===== src/rtl/biu_pkg.sv =====
// Shared types and constants for the bus interface unit bus master.
package biu_pkg;

    typedef enum logic [2:0] {
        IDLE,
        T1,
        T2,
        T3,
        TW,
        T4
    } bus_state_t;

    typedef enum logic {
        RD,
        WR
    } access_kind_t;

    localparam logic [19:0] ADDR_MASK_WORD = 20'hF_FFFE;
    localparam logic [19:0] WORD_STRIDE    = 20'd2;

endpackage


===== src/rtl/byte_lane_merge.sv =====
// Byte lane helper: replaces one byte lane of a 16-bit word and extracts a
// byte lane from the same word. lane=0 selects [7:0], lane=1 selects [15:8].
module byte_lane_merge (
    input  logic [15:0] word,
    input  logic [7:0]  lane_byte,
    input  logic        lane,
    output logic [15:0] merged,
    output logic [7:0]  extracted
);

    // Lane insert and lane extract are both pure muxing on the lane select.
    always_comb begin
        merged = word;
        if (lane) begin
            merged[15:8] = lane_byte;
        end else begin
            merged[7:0] = lane_byte;
        end
        extracted = lane ? word[15:8] : word[7:0];
    end

endmodule


===== src/rtl/bus_cycle_controller.sv =====
// BIU bus master: turns byte/word requests at byte addresses into 16-bit
// word bus cycles (T1..T4). Odd-address words split into two word accesses,
// byte writes become read-modify-write.
// Optional macro BUS_READY_EN adds the ready input and the TW wait state.
module bus_cycle_controller
    import biu_pkg::*;
#(
    parameter int unsigned WIDTH_ADDR = 20,
    parameter int unsigned WIDTH_DATA = 16
) (
    input  logic                  clock,
    input  logic                  reset,
`ifdef BUS_READY_EN
    input  logic                  ready,
`endif
    input  logic                  req_valid,
    output logic                  req_ready,
    input  logic                  req_write,
    input  logic                  req_word,
    input  logic [WIDTH_ADDR-1:0] req_address,
    input  logic [WIDTH_DATA-1:0] req_wdata,
    output logic                  rsp_valid,
    output logic [WIDTH_DATA-1:0] rsp_rdata,
    output logic                  read_enable,
    output logic [WIDTH_ADDR-1:0] read_address,
    input  logic [WIDTH_DATA-1:0] read_data,
    output logic                  write_enable,
    output logic [WIDTH_ADDR-1:0] write_address,
    output logic [WIDTH_DATA-1:0] write_data
);

    bus_state_t             state;
    bus_state_t             state_next;

    logic                   cap_write;
    logic                   cap_word;
    logic [WIDTH_ADDR-1:0]  cap_addr;
    logic [WIDTH_DATA-1:0]  cap_wdata;

    logic [1:0]             sub_idx;
    logic [1:0]             last_idx;
    logic                   last_sub;

    logic [WIDTH_DATA-1:0]  lane_buf;
    logic [7:0]             first_byte;

    access_kind_t           kind;
    logic [WIDTH_ADDR-1:0]  word_base;
    logic [WIDTH_ADDR-1:0]  word_next;
    logic [WIDTH_ADDR-1:0]  sub_addr;
    logic                   lane;
    logic [7:0]             lane_byte;
    logic [WIDTH_DATA-1:0]  lane_word;
    logic [WIDTH_DATA-1:0]  merged;
    logic [7:0]             extracted;
    logic [WIDTH_DATA-1:0]  read_result;

    logic                   bus_go;
    logic                   accept;
    logic                   sample;
    logic                   in_cycle;

`ifdef BUS_READY_EN
    assign bus_go = ready;
`else
    assign bus_go = 1'b1;
`endif

    assign word_base = cap_addr & WIDTH_ADDR'(ADDR_MASK_WORD);
    assign word_next = word_base + WIDTH_ADDR'(WORD_STRIDE);
    assign last_sub  = (sub_idx == last_idx);
    assign accept    = (state == IDLE) && req_valid;
    assign in_cycle  = (state != IDLE);
    assign sample    = ((state == T3) || (state == TW)) && bus_go && (kind == RD);

    // Decode the current sub-access (kind, word address, byte lane) from the
    // captured request and the sub-access index.
    always_comb begin
        kind      = RD;
        sub_addr  = word_base;
        lane      = cap_addr[0];
        lane_byte = cap_wdata[7:0];
        last_idx  = 2'd0;
        if (!cap_word) begin
            // byte: read only, or read then merged write
            kind     = (cap_write && sub_idx[0]) ? WR : RD;
            last_idx = cap_write ? 2'd1 : 2'd0;
        end else if (!cap_addr[0]) begin
            kind = cap_write ? WR : RD;
        end else if (!cap_write) begin
            // odd word read: high byte of W, then low byte of W+2
            sub_addr = sub_idx[0] ? word_next : word_base;
            lane     = ~sub_idx[0];
            last_idx = 2'd1;
        end else begin
            // odd word write: RMW of W high lane, then RMW of W+2 low lane
            kind      = sub_idx[0] ? WR : RD;
            sub_addr  = sub_idx[1] ? word_next : word_base;
            lane      = ~sub_idx[1];
            lane_byte = sub_idx[1] ? cap_wdata[15:8] : cap_wdata[7:0];
            last_idx  = 2'd3;
        end
    end

    // Write sub-accesses merge into the buffered word; read sub-accesses
    // extract their lane straight from the bus.
    assign lane_word = (kind == WR) ? lane_buf : read_data;

    byte_lane_merge u_lane (
        .word      (lane_word),
        .lane_byte (lane_byte),
        .lane      (lane),
        .merged    (merged),
        .extracted (extracted)
    );

    // Assemble the response word for the final read sub-access.
    always_comb begin
        read_result = read_data;
        if (!cap_word) begin
            read_result = {8'h00, extracted};
        end else if (cap_addr[0]) begin
            read_result = {extracted, first_byte};
        end
    end

    // Bus cycle state register.
    always_ff @(posedge clock) begin
        if (!reset) begin
            state <= IDLE;
        end else begin
            state <= state_next;
        end
    end

    // Next-state sequencing through T1..T4 per sub-access.
    always_comb begin
        state_next = state;
        case (state)
            IDLE:    state_next = req_valid ? T1 : IDLE;
            T1:      state_next = T2;
            T2:      state_next = T3;
            T3:      state_next = bus_go ? T4 : TW;
            TW:      state_next = bus_go ? T4 : TW;
            T4:      state_next = last_sub ? IDLE : T1;
            default: state_next = IDLE;
        endcase
    end

    // Request capture, sub-access counter, lane buffer and response data.
    always_ff @(posedge clock) begin
        if (!reset) begin
            cap_write  <= 1'b0;
            cap_word   <= 1'b0;
            cap_addr   <= '0;
            cap_wdata  <= '0;
            sub_idx    <= '0;
            lane_buf   <= '0;
            first_byte <= '0;
            rsp_rdata  <= '0;
        end else begin
            if (accept) begin
                cap_write <= req_write;
                cap_word  <= req_word;
                cap_addr  <= req_address;
                cap_wdata <= req_wdata;
                sub_idx   <= '0;
            end else if ((state == T4) && !last_sub) begin
                sub_idx <= sub_idx + 2'd1;
            end
            if (sample) begin
                lane_buf   <= read_data;
                first_byte <= extracted;
                if (last_sub) begin
                    rsp_rdata <= read_result;
                end
            end
        end
    end

    assign req_ready     = (state == IDLE);
    assign rsp_valid     = (state == T4) && last_sub;
    assign read_enable   = in_cycle && (kind == RD) && (state != T4);
    assign read_address  = (in_cycle && (kind == RD)) ? sub_addr : '0;
    assign write_enable  = (kind == WR) && (state == T2);
    assign write_address = (in_cycle && (kind == WR)) ? sub_addr : '0;
    assign write_data    = !(in_cycle && (kind == WR)) ? '0 :
                           (cap_word && !cap_addr[0]) ? cap_wdata : merged;

endmodule


===== config.mk =====
export PLATFORM = sky130hd
export DESIGN_NAME = bus_cycle_controller
export DESIGN_NICKNAME = d
export VERILOG_FILES = /design/src/rtl/biu_pkg.sv /design/src/rtl/byte_lane_merge.sv /design/src/rtl/bus_cycle_controller.sv
export SDC_FILE = /design/constraint.sdc
export NUM_CORES = 1
export LEC_CHECK = 0
export ABC_AREA = 1
export CELL_PAD_IN_SITES_DETAIL_PLACEMENT = 0
export CELL_PAD_IN_SITES_GLOBAL_PLACEMENT = 1
export CORE_MARGIN = 4
export CORE_UTILIZATION = 30
export DETAILED_ROUTE_END_ITERATION = 10
export GPL_ROUTABILITY_DRIVEN = 0
export GPL_TIMING_DRIVEN = 0
export HOLD_SLACK_MARGIN = 0.05
export PLACE_DENSITY_LB_ADDON = 0.2
export SYNTH_ARGS = -nofsm -noshare
export SYNTH_HDL_FRONTEND = slang
export SYNTH_SLANG_ARGS = --single-unit

===== constraint.sdc =====
create_clock -name clock -period 1.8 [get_ports clock]
set_input_delay 0.45 -clock clock [delete_from_list [all_inputs] [get_ports clock]]
set_output_delay 0.45 -clock clock [all_outputs]
set_load 0.05 [all_outputs]

After elaboration in Yosys (flattened, before gate mapping)
Index checks and enable logic that the tools add are counted.
{ "classes": {"bitwise_logic": 4, "eq_ne": 7, "reduce_logical": 18, "muxes": 35, "addsub": 2} }
{ "op_table": {"columns": ["operator", "n"], "rows": [
  ["$mux 20", 7],
  ["$mux 16", 5],
  ["$mux 8", 7],
  ["$add 20x2->20 const B", 1],
  ["$pmux 3 s5", 1],
  ["$mux 1", 12],
  ["$logic_and 1x1->1", 10],
  ["$eq 3x2->1 const B", 2],
  ["$eq 3x3->1 const B", 2],
  ["$mux 2", 3],
  ["$not 1->1", 4],
  ["$reduce_or 2->1", 2],
  ["$eq 3x1->1 const B", 1],
  ["$logic_not 3->1", 1],
  ["$ne 3x3->1 const B", 1],
  ["$reduce_bool 3->1", 1],
  ["$add 2x1->2 const B", 1],
  ["$eq 2x2->1", 1],
  ["$logic_not 1->1", 2],
  ["$reduce_and 2->1", 1],
  ["$logic_or 1x1->1", 1]
]} }
{ "totals": {"inputBits": 57, "output_inout_bits": 76, "word_cells": 75, "register_bits": 83} }

Depth between registers and ports, before layout
Gate-level depths: netlist (run 1).
{ "depth": {"ltp_word": 8, "depth_mapped": 12, "ltp_nobuf": 12} }

Modules after synthesis
Synthesis (run 1) repeated with hierarchy kept, for this count alone.
{ "unflattened": {"hier_cells": 776, "area_unflattened_um2": 4854.7} }
{ "modules_own_cells": {"columns": ["module", "n_inst", "area_per_inst_um2", "cells_each", "seq_area_each_um2"], "rows": [
  ["bus_cycle_controller", 1, 4475.5, 698, 1661.6],
  ["byte_lane_merge", 1, 379.1, 78, 0.0]
]} }

Worst setup path before layout (run 1)
Ideal clock, no wire load.
{ "synth_timing": {"kind": "register to output", "start": "reg cap_word", "end": "out write_data[1]", "setup_slack_ns": -0.977, "n_path_buf": 1, "arrival_time_ns": 2.327, "path_stages_with_launch": 8, "required_time_ns": 1.350, "path_cell_list": "dfxtp_1 > nand2_2 > nand2_2 > nand2_4 > inv_2 > nand2_2 > buf_2 > a211oi_1"} }
{ "synth_via": {"elab_chain_len": 5, "elab_cells_between_ends": 9, "classes_between": "mux (7); reduce/logical (2)"} }
{ "synth_lines": {"columns": ["item", "line", "source"], "rows": [
  ["from (decl)", "bus_cycle_controller.sv:36", "logic cap_word;"],
  ["from (signal assigned)", "bus_cycle_controller.sv:164", "cap_word <= req_word;"],
  ["$mux 1", "bus_cycle_controller.sv:84", "if (!cap_word) begin"],
  ["$mux 16", "bus_cycle_controller.sv:107", "assign lane_word = (kind == WR) ? lane_buf : read_data;"],
  ["$mux 8", "byte_lane_merge.sv:14", "if (lane) begin"],
  ["$mux 16", "bus_cycle_controller.sv:188", "(cap_word && !cap_addr[0]) ? cap_wdata : merged;"],
  ["$mux 16 *", "bus_cycle_controller.sv:187", "assign write_data = !(in_cycle && (kind == WR)) ? '0 :"],
  ["to (decl)", "bus_cycle_controller.sv:29", "output logic [WIDTH_DATA-1:0] write_data"]
]} }
Every way passes the cells marked *; elsewhere a longest branch is shown, timed or not.

Worst setup path in the final report (run 1)
{ "layout_timing": {"start": "reg cap_addr[1]", "end": "out read_address[15]"} }
{ "layout_via": {"elab_chain_len": 6, "elab_cells_between_ends": 7, "classes_between": "add/sub (1); mux (6)"} }
{ "layout_lines": {"columns": ["item", "line", "source"], "rows": [
  ["from (decl)", "bus_cycle_controller.sv:37", "logic [WIDTH_ADDR-1:0] cap_addr;"],
  ["from (signal assigned)", "bus_cycle_controller.sv:165", "cap_addr <= req_address;"],
  ["$add 20x2->20 *", "bus_cycle_controller.sv:70", "assign word_next = word_base + WIDTH_ADDR'(WORD_STRIDE);"],
  ["$mux 20, on equally long branches", "bus_cycle_controller.sv:92, bus_cycle_controller.sv:98", null],
  ["$mux 20 *", "bus_cycle_controller.sv:90", "end else if (!cap_write) begin"],
  ["$mux 20 *", "bus_cycle_controller.sv:88", "end else if (!cap_addr[0]) begin"],
  ["$mux 20 *", "bus_cycle_controller.sv:84", null],
  ["$mux 20 *", "bus_cycle_controller.sv:184", "assign read_address = (in_cycle && (kind == RD)) ? sub_addr : '0;"],
  ["to (decl)", "bus_cycle_controller.sv:25", "output logic [WIDTH_ADDR-1:0] read_address,"]
]} }
Marked as above.

==> Flow_metrics.wiki, run 1 <==
{| class="wikitable"
! Metric !! Value
|-
| Clock tree from TritonCTS || built
|-
| Number of top-level pins || 133
|-
| Power density normalized to cell area || 1180 mW/mm2
|-
| Via/cell ratio || 5.04
|-
| Number of nets with antenna violations after detailed routing || 0
|-
| Die Height || approximately 130 um
|-
| Top flip-flop cell by instance count after synthesis || sky130_fd_sc_hd__dfxtp_1
|-
| Cell area after technology mapping || 0.00477 mm2
|-
| Total negative setup slack || -31.73 ns
|-
| Failing checks || negative setup slack
|-
| Number of detailed-routing iterations run before antenna repair || 5
|-
| Total clock buffers created by CTS || 9
|-
| Data arrival time of the critical path || 2.00 ns
|-
| Die width || approximately 130 um
|-
| Hold path startpoint || lane_buf[15]
|-
| Routed wire per std cell || 17.6 um
|-
| Slew of the pin with the lowest slew margin || about 0.66 ns
|-
| Hold-critical path depth || 2
|-
| Sum of internal, switching and leakage power || about 11 mW
|-
| Fraction of final layout cells sized beyond drive strength 1 || between 40% and 50%
|-
| Status || finished, violations left
|-
| Biggest area consumer among synthesized cells || sky130_fd_sc_hd__dfxtp_1
|-
| Number of hold-repair buffers added at the cts stage || 0
|-
| Fin. max-slew vios || 0
|-
| Dpl hpwl || 14.5 mm
|-
| Global routing usage summed across all routing layers || 22.3%
|-
| Leading cell type by number of instances after synthesis || sky130_fd_sc_hd__nand2_1
|-
| CTS clock-pin slew for the worst setup and hold paths || roughly 0.060 ns
|-
| Diode count || 0
|-
| Proportion of total power due to net switching || 46.9%
|-
| Origin of the critical flop-to-flop path || cap_addr[0]
|-
| Die Area || 0.0180 mm2
|-
| Time the final worst path needs with I/O delays and setup || 2.45 ns
|-
| Fraction of the core area covered by cells at the end of the flow || 61.2%
|-
| Portion of total power attributed to combinational logic || 60.2%
|-
| Floorplan core area || 0.0154 mm2
|-
| WS Path Type || reg -> out
|-
| EDFF count, synth || 0
|-
| Non-Filler Instances || 1206
|-
| Area growth from synthesis to layout || 97.2%
|-
| Global-route wire length before repair || 31.6 mm
|-
| DRC errors left || 0
|-
| Maximum clock frequency || 0.408 GHz
|-
| Required arrival time at the worst endpoint || ~1.4 ns
|-
| Depth of the worst register-to-register path || 12
|-
| Fraction of the cycle the final worst path needs || 136%
|-
| Leakage dissipation || about 4 nW
|-
| Register-to-Register Setup Slack || -0.01 ns
|-
| Worst-path fanout max || 4
|-
| Post-synthesis cell type count || 32
|-
| Top-area cell type share of the netlist area || approximately a third
|-
| Later-pin clock latency in the skew report || 0.35 ns
|-
| Final net count || about 1100
|-
| Final number of hold-violating endpoints || 0
|-
| Number of placement rows || 45
|-
| Launching instance or port of the critical path || cap_addr[1]
|-
| Worst setup skew after layout || between 0.01 and 0.015 ns
|-
| Violation count after the first detailed-routing iteration || roughly 380
|-
| Capturing element type of the critical path || output pin
|-
| Maximum ir drop on the vdd rail || between 0.4 and 0.5 mV
|-
| Startpoint types || flip-flop
|-
| Number of global-route vias before repair || 6062
|-
| Number of instances in the placed design || approximately 1100
|-
| Cell types occupying the most area after synthesis || sky130_fd_sc_hd__dfxtp_1, sky130_fd_sc_hd__nand2_1, sky130_fd_sc_hd__a21oi_1
|-
| Worst-case setup margin in the final layout || -0.649 ns
|-
| Internal power consumption || 5.89 mW
|-
| Final-report setup violation count || 59
|-
| RSZ-0062 raised after global routing || yes
|-
| Clock tree root driver cell || sky130_fd_sc_hd__clkbuf_16
|-
| Quantity of I/O buffers inserted on ports || around 130
|-
| Initial Utilization || a little under a third
|-
| Sequential group share of total power || 24.5%
|-
| Class of the tightest hold or removal check || reg -> reg
|-
| Hold worst-path end || lane_buf[15]
|-
| Part of the Yosys area used for sequential elements || a little over a third
|-
| Top post-synthesis cells by count || sky130_fd_sc_hd__nand2_1, sky130_fd_sc_hd__nor2_1, sky130_fd_sc_hd__a21oi_1
|-
| Number of H-tree branching levels || 3
|-
| Mapped Avg Cell Area || 6.27 um2
|-
| Flip-flop and latch count after synthesis || 83
|-
| Num Clock Sinks || 83
|-
| Ys async rst share || 0%
|-
| Hold_ws || 0.465 ns
|-
| Mapped Cells || 761
|-
| Crit Reg-Reg Endpoint || rsp_rdata[7]
|-
| Wire length after detailed routing || between 20 and 25 mm
|-
| Rel. slew slack || 56.3%
|-
| Total number of vias || between 6000 and 7000
|-
| Max Cap Violations || 0
|-
| Net load switching power || 5.21 mW
|-
| Initial antenna violation count || 0
|-
| Clock share of power || 15.2%
|-
| GR Overflow Total || 0
|-
| Total of warnings raised by yosys || 0
|-
| Number of buffers on the longest clock path || 2
|-
| Maximum number of pins on one net before global-route repair || 13
|}
## state kept, by name (all words and copies together) (netlist names)
name and cells:
lane_buf 16, cap_wdata 16, rsp_rdata 16, first_byte 8, state 3, cap_write 1
cap_word 1, cap_addr 20, sub_idx 2
## power by group through the flow
stage          Clock [mW]  Sequential, mW  Combinational (mW)
2_1_floorplan           0            2.81                3.27
3_3_place_gp            0            2.63                4.70
3_5_place_dp            0            2.65                4.77
4_1_cts              1.71            2.67                5.60
5_1_grt              1.79            2.77                7.09
6_report             1.69            2.72                6.69
## critical path, cell delays in order, from the launching register on
cell                      delay, ns
sky130_fd_sc_hd__dfxtp_4       0.36
sky130_fd_sc_hd__ha_4          0.14
sky130_fd_sc_hd__nand2_4       0.05
sky130_fd_sc_hd__nor2_4        0.10
sky130_fd_sc_hd__nand2_4       0.07
sky130_fd_sc_hd__nor2_4        0.15
sky130_fd_sc_hd__buf_4         0.15
sky130_fd_sc_hd__nand3_4       0.09
sky130_fd_sc_hd__o21ai_2       0.27
sky130_fd_sc_hd__a21oi_4       0.09
sky130_fd_sc_hd__buf_6         0.16
## per-layer routing
layer	share of wire [%]	wire length, um	global-route usage [%]	vias up
li1	-	-	-	2923
met4	2.1	440	8.65	0
met5	0	0	0	-
met2	51	10800	38.8	226
met1	41	8710	27.6	2898
met3	5.6	1190	3.53	36
## logic make-up after synthesis
family / share of synthesized area, %
DFF: 34.8
adders and majority gates: 0.262
xor gates and xnor gates: 2.20
buffers and inverters: 10.9
AOI/OAI and AO/OA: 20.4
other: 0.0786
and+or+nand+nor: 31.2
## worst max-delay path by stage
stage / end / cells past startpoint
4_1_cts: write_address[17] / 10
3_3_place_gp: write_data[11] / 8
3_5_place_dp: write_data[11] / 8
2_1_floorplan: write_data[1] / 7
5_1_grt: read_address[19] / 9
6_report: read_address[15] / 10
## stage by stage
step	cell area, um2	setup slack, ns
floorplan	5520	-0.208
global route	9410	-0.761
global placement	7070	-1.15
detailed placement	7070	-1.16
finish	9410	-0.649
CTS	8460	-0.638
## placed cells by master (no fill, tap or decap), types with 6 or more instances in the layout
| master | synthesis | routed |
|---|---|---|
| sky130_fd_sc_hd__clkdlybuf4s50_1 | 0 | 55 |
| sky130_fd_sc_hd__inv_1 | 74 | 63 |
| sky130_fd_sc_hd__buf_6 | 2 | 65 |
| sky130_fd_sc_hd__nand3_4 | 1 | 7 |
| sky130_fd_sc_hd__buf_4 | 4 | 55 |
| sky130_fd_sc_hd__inv_2 | 8 | 10 |
| sky130_fd_sc_hd__dfxtp_1 | 83 | 67 |
| sky130_fd_sc_hd__o21ai_1 | 14 | 13 |
| sky130_fd_sc_hd__nand2_4 | 4 | 25 |
| sky130_fd_sc_hd__o21ai_2 | 1 | 14 |
| sky130_fd_sc_hd__nor2_4 | 0 | 41 |
| sky130_fd_sc_hd__clkbuf_16 | 0 | 18 |
| sky130_fd_sc_hd__clkbuf_1 | 20 | 12 |
| sky130_fd_sc_hd__buf_8 | 0 | 24 |
| sky130_fd_sc_hd__o21ai_4 | 0 | 11 |
| sky130_fd_sc_hd__a21oi_1 | 94 | 67 |
| sky130_fd_sc_hd__nand3_1 | 56 | 48 |
| sky130_fd_sc_hd__nor2_1 | 98 | 54 |
| sky130_fd_sc_hd__nand2_2 | 7 | 35 |
| sky130_fd_sc_hd__nand2_8 | 0 | 8 |
| sky130_fd_sc_hd__a21oi_4 | 0 | 25 |
| sky130_fd_sc_hd__o21ai_0 | 67 | 44 |
| sky130_fd_sc_hd__nand4_1 | 6 | 6 |
| sky130_fd_sc_hd__dlygate4sd2_1 | 0 | 16 |
| sky130_fd_sc_hd__clkbuf_2 | 0 | 6 |
| sky130_fd_sc_hd__buf_12 | 0 | 13 |
| sky130_fd_sc_hd__dfxtp_4 | 0 | 7 |
| sky130_fd_sc_hd__dfxtp_2 | 0 | 9 |
| sky130_fd_sc_hd__a211oi_1 | 9 | 7 |
| sky130_fd_sc_hd__nand2_1 | 172 | 115 |
## final cells by class
cell class                      count  area (um2)
Timing Repair inverter              1        8.76
Multi-Input combinational cell    553        3990
Clock buffer                       11         233
Clock inverter                      3        17.5
Fill cell                        1336        5970
Inverter                           84         384
Buffer                             42         412
Tap cell                          211         264
Timing Repair Buffer              218        2400
Sequential cell                    83        1700
## what timing repair did
item	in CTS	in global routing
resized for setup	589	142
setup buffers	46	36
setup endpoints to repair	86	111
cloned	5	7
pin swaps	51	71
(Power assumes the default switching activity.)
==> run 2: changes to the inputs <==
--- a/config.mk
+++ b/config.mk
@@ -17,4 +17,5 @@
 export PLACE_DENSITY_LB_ADDON = 0.2
 export SYNTH_ARGS = -nofsm -noshare
 export SYNTH_HDL_FRONTEND = slang
+export SYNTH_HIERARCHICAL = 1
 export SYNTH_SLANG_ARGS = --single-unit
==> Flow_metrics.wiki, run 2 <==
{| class="wikitable"
! Metric !! Value
|-
| Top-area cell type share of the netlist area || 34.2% (-0.62 points)
|-
| Total number of vias || 5887 (-3.2%)
|-
| Final-report setup violation count || 97 (+64%)
|-
| Hold_ws || 0.459 ns (-0.00529 ns)
|-
| Slew of the pin with the lowest slew margin || 0.607 ns (-0.0488 ns)
|-
| Series of cell instances along the critical path || inv_4 -> nor2_4 -> inv_4 -> nand2_4 -> nand2_8 -> clkbuf_16 -> o21ai_4 -> nand2_1 -> nand2_1 -> nand2_2 -> a21oi_4 -> buf_6
|-
| Fraction of final layout cells sized beyond drive strength 1 || 44.4% (+2.4 points)
|-
| Clock tree from TritonCTS || built
|-
| Register bank with the most flops || cap_addr
|-
| Failing checks || negative setup slack
|-
| Number of detailed-routing iterations run before antenna repair || 4 (-1)
|-
| Routed wire per std cell || 16.6 um (-5.3%)
|-
| Post-place instance area || 0.00725 mm2 (+2.5%)
|-
| RSZ-0062 raised after global routing || yes
|-
| CP top delay family || simple AND/OR/NAND/NOR gates
|-
| Cell area after technology mapping || 0.00485 mm2 (+1.8%)
|-
| Via/cell ratio || 4.77 (-5.5%)
|-
| Maximum ir drop on the vdd rail || 0.834 mV (+75%)
|-
| Diode count || 0 (unchanged)
|-
| Number of buffers on the longest clock path || 2 (unchanged)
|-
| Clock tree root driver cell || sky130_fd_sc_hd__clkbuf_16
|-
| Required arrival time at the worst endpoint || 1.35 ns (about the same)
|-
| Mapped Avg Cell Area || 6.26 um2 (-0.16%)
|-
| Total of warnings raised by yosys || 6 (+6)
|-
| Top post-synthesis cells by count || sky130_fd_sc_hd__nand2_1, sky130_fd_sc_hd__a21oi_1, sky130_fd_sc_hd__nor2_1
|-
| Flip-flop and latch count after synthesis || 83 (unchanged)
|-
| WS Path Type || reg -> out
|-
| Max Cap Violations || 0 (unchanged)
|-
| Num Clock Sinks || 83 (unchanged)
|-
| Final number of hold-violating endpoints || 0 (unchanged)
|-
| Leakage dissipation || 3.78 nW (-3.4%)
|-
| Number of placement rows || 46 (+2.2%)
|-
| Worst-path fanout max || 6 (+2)
|-
| Dpl hpwl || 13.7 mm (-5.5%)
|-
| Initial antenna violation count || 0 (unchanged)
|-
| Most used cells in the layout excluding fill and tap cells || sky130_fd_sc_hd__nand2_1, sky130_fd_sc_hd__buf_6, sky130_fd_sc_hd__dfxtp_1
|-
| Status || finished, violations left
|-
| Top flip-flop cell by instance count after synthesis || sky130_fd_sc_hd__dfxtp_1
|-
| Maximum clock frequency || 0.397 GHz (-2.9%)
|-
| Biggest area consumer among synthesized cells || sky130_fd_sc_hd__dfxtp_1
|-
| Mapped Cells || 776 (+2.0%)
|-
| Number of top-level pins || 133 (unchanged)
|-
| EDFF count, synth || 0 (unchanged)
|-
| Fraction of the cycle the final worst path needs || 140% (+4.0 points)
|-
| Quantity of I/O buffers inserted on ports || 128 (-0.78%)
|-
| Die width || 135 um (+0.85%)
|-
| Later-pin clock latency in the skew report || 0.35 ns (about the same)
|-
| Post-synthesis cell type count || 30 (-6.3%)
|-
| Number of nets with antenna violations after detailed routing || 0 (unchanged)
|-
| Global routing usage summed across all routing layers || 21.2% (-1.0 points)
|-
| Global-route wire length before repair || 30.3 mm (-4.0%)
|-
| Die Area || 0.0183 mm2 (+1.7%)
|-
| Total clock buffers created by CTS || 9 (unchanged)
|-
| Rel. slew slack || 59.5% (+3.3 points)
|-
| Wire length after detailed routing || 20.5 mm (-3.0%)
|-
| Count of buffering cells on the critical path with inverters included || 4 (+2)
|-
| Power density normalized to cell area || 1210 mW/mm2 (+2.7%)
|-
| Ys async rst share || 0% (unchanged)
|-
| Floorplan core area || 0.0159 mm2 (+3.3%)
|-
| Area growth from synthesis to layout || 101%
|-
| Number of global-route vias before repair || 5613 (-7.4%)
|-
| Maximum number of pins on one net before global-route repair || 16 (+3)
|-
| Cell area after layout || 0.00976 mm2 (+3.7%)
|-
| Final net count || 1072 (+2.1%)
|-
| Fin. max-slew vios || 0 (unchanged)
|-
| Die Height || 135 um (+0.85%)
|-
| Number of H-tree branching levels || 3 (unchanged)
|-
| Capturing element type of the critical path || output pin
|-
| Startpoint types || flip-flop
|-
| Number of flip-flops under the largest register name || 20 (unchanged)
|-
| Largest stage delay on the critical path || 0.38 ns (+0.02 ns)
|-
| Initial Utilization || 30.6% (-0.46 points)
|-
| Class of the tightest hold or removal check || reg -> reg
|-
| DRC errors left || 0 (unchanged)
|-
| Worst-case setup margin in the final layout || -0.721 ns (-0.0723 ns)
|-
| Data arrival time of the critical path || 2.07 ns (+0.07 ns)
|-
| Part of the Yosys area used for sequential elements || 34.2% (-0.62 points)
|-
| Leading cell type by number of instances after synthesis || sky130_fd_sc_hd__nand2_1
|-
| Time the final worst path needs with I/O delays and setup || 2.52 ns (+0.0723 ns)
|-
| Violation count after the first detailed-routing iteration || 351 (-8.1%)
|-
| Critical-path top delay cell || sky130_fd_sc_hd__dfxtp_4
|-
| Most frequent standard cell in the layout excluding fill and tap cells || sky130_fd_sc_hd__nand2_1
|-
| Worst setup skew after layout || 0.00740 ns (-0.00550 ns)
|-
| CTS clock-pin slew for the worst setup and hold paths || 0.07 ns (about the same)
|-
| GR Overflow Total || 0 (unchanged)
|-
| Cell types occupying the most area after synthesis || sky130_fd_sc_hd__dfxtp_1, sky130_fd_sc_hd__nand2_1, sky130_fd_sc_hd__a21oi_1
|}
[run 2: worst register-to-register path, cell delays in order, from the launching register on]
cell and delay (ns):
sky130_fd_sc_hd__dfxtp_4 0.38, sky130_fd_sc_hd__inv_4 0.04, sky130_fd_sc_hd__nor2_4 0.15, sky130_fd_sc_hd__inv_4 0.06, sky130_fd_sc_hd__nand2_4 0.08, sky130_fd_sc_hd__nand2_8 0.09, sky130_fd_sc_hd__buf_6 0.13, sky130_fd_sc_hd__buf_8 0.13
sky130_fd_sc_hd__buf_4 0.14, sky130_fd_sc_hd__nand2_4 0.05, sky130_fd_sc_hd__o21ai_4 0.07, sky130_fd_sc_hd__buf_4 0.14, sky130_fd_sc_hd__nand2_4 0.06, sky130_fd_sc_hd__nand2_4 0.05, sky130_fd_sc_hd__nand2_1 0.07, sky130_fd_sc_hd__o21ai_1 0.07
sky130_fd_sc_hd__a21oi_1 0.12, sky130_fd_sc_hd__nand2_1 0.07, sky130_fd_sc_hd__nand2_1 0.05, sky130_fd_sc_hd__nor2_1 0.04
[run 2: logic make-up (layout without fill, tap and decap cells)]
kind of cell	after synthesis	count (layout)	synth area share [%]
and+or+nand+nor	369	369	31.8
AOI/OAI and AO/OA	194	194	20.5
buffers and inverters	117	359	11.2
DFF	83	83	34.2
xor gates and xnor gates	11	11	1.98
adders and majority gates	1	1	0.258
other	1	2	0.0772
[run 2: stage by stage]
| step | setup WS, ns | TNS, ns | std cells | util, % | power [mW] |
|---|---|---|---|---|---|
| after floorplan | -0.266 | -8.53 | 777 | - | 6.24 |
| after global placement | -1.23 | -61.28 | 1121 | 45.6 | 7.60 |
| after detailed placement | -1.22 | -61.33 | 1121 | 45.6 | 7.61 |
| after CTS | -0.702 | -32.89 | 1196 | 56.3 | 11.1 |
| after global routing | -0.803 | -49.20 | 1235 | 61.4 | 12.4 |
| final | -0.721 | -43.92 | 1235 | 61.4 | 11.8 |
[run 2: final timing paths]
kind / from / end / slack [ns] / depth (start not counted)
setup / recovery: cap_word / write_data[14] / -0.72 / 12
hold / removal: first_byte[0] / first_byte[0] / 0.46 / 2
setup reg to reg: cap_word / rsp_rdata[0] / -0.30 / 19
hold reg to reg: first_byte[0] / first_byte[0] / 0.46 / 2
[run 2: final cells by class]
type	instances	area, um2
Sequential cell	83	1700
Timing Repair Buffer	228	2480
Fill cell	1438	6130
Clock buffer	10	239
Buffer	47	547
Tap cell	216	270
Inverter	68	278
Clock inverter	6	70.1
Multi-Input combinational cell	577	4170
[run 2: where the power goes]
group          internal (mW)  switching (mW)
sequential              2.32           0.376
combinational           2.96            4.20
clock                   1.13           0.846
total                   6.41            5.42
[run 2: layer usage]
metal	up-vias	track usage, %	part of all wire [%]
met2	166	34.0	48
met4	0	4.98	1.5
met5	-	0	0
met3	24	3.68	5.3
li1	2955	-	-
met1	2742	29.9	45
[run 2: timing repair]
item                                    in CTS  in global routing
pin swaps                                   54                 59
gates resized for setup                    589                144
cloned                                       8                  4
hold buffers                                 0                  0
buffers inserted                            51                 43
endpoints found under the setup margin     103                110
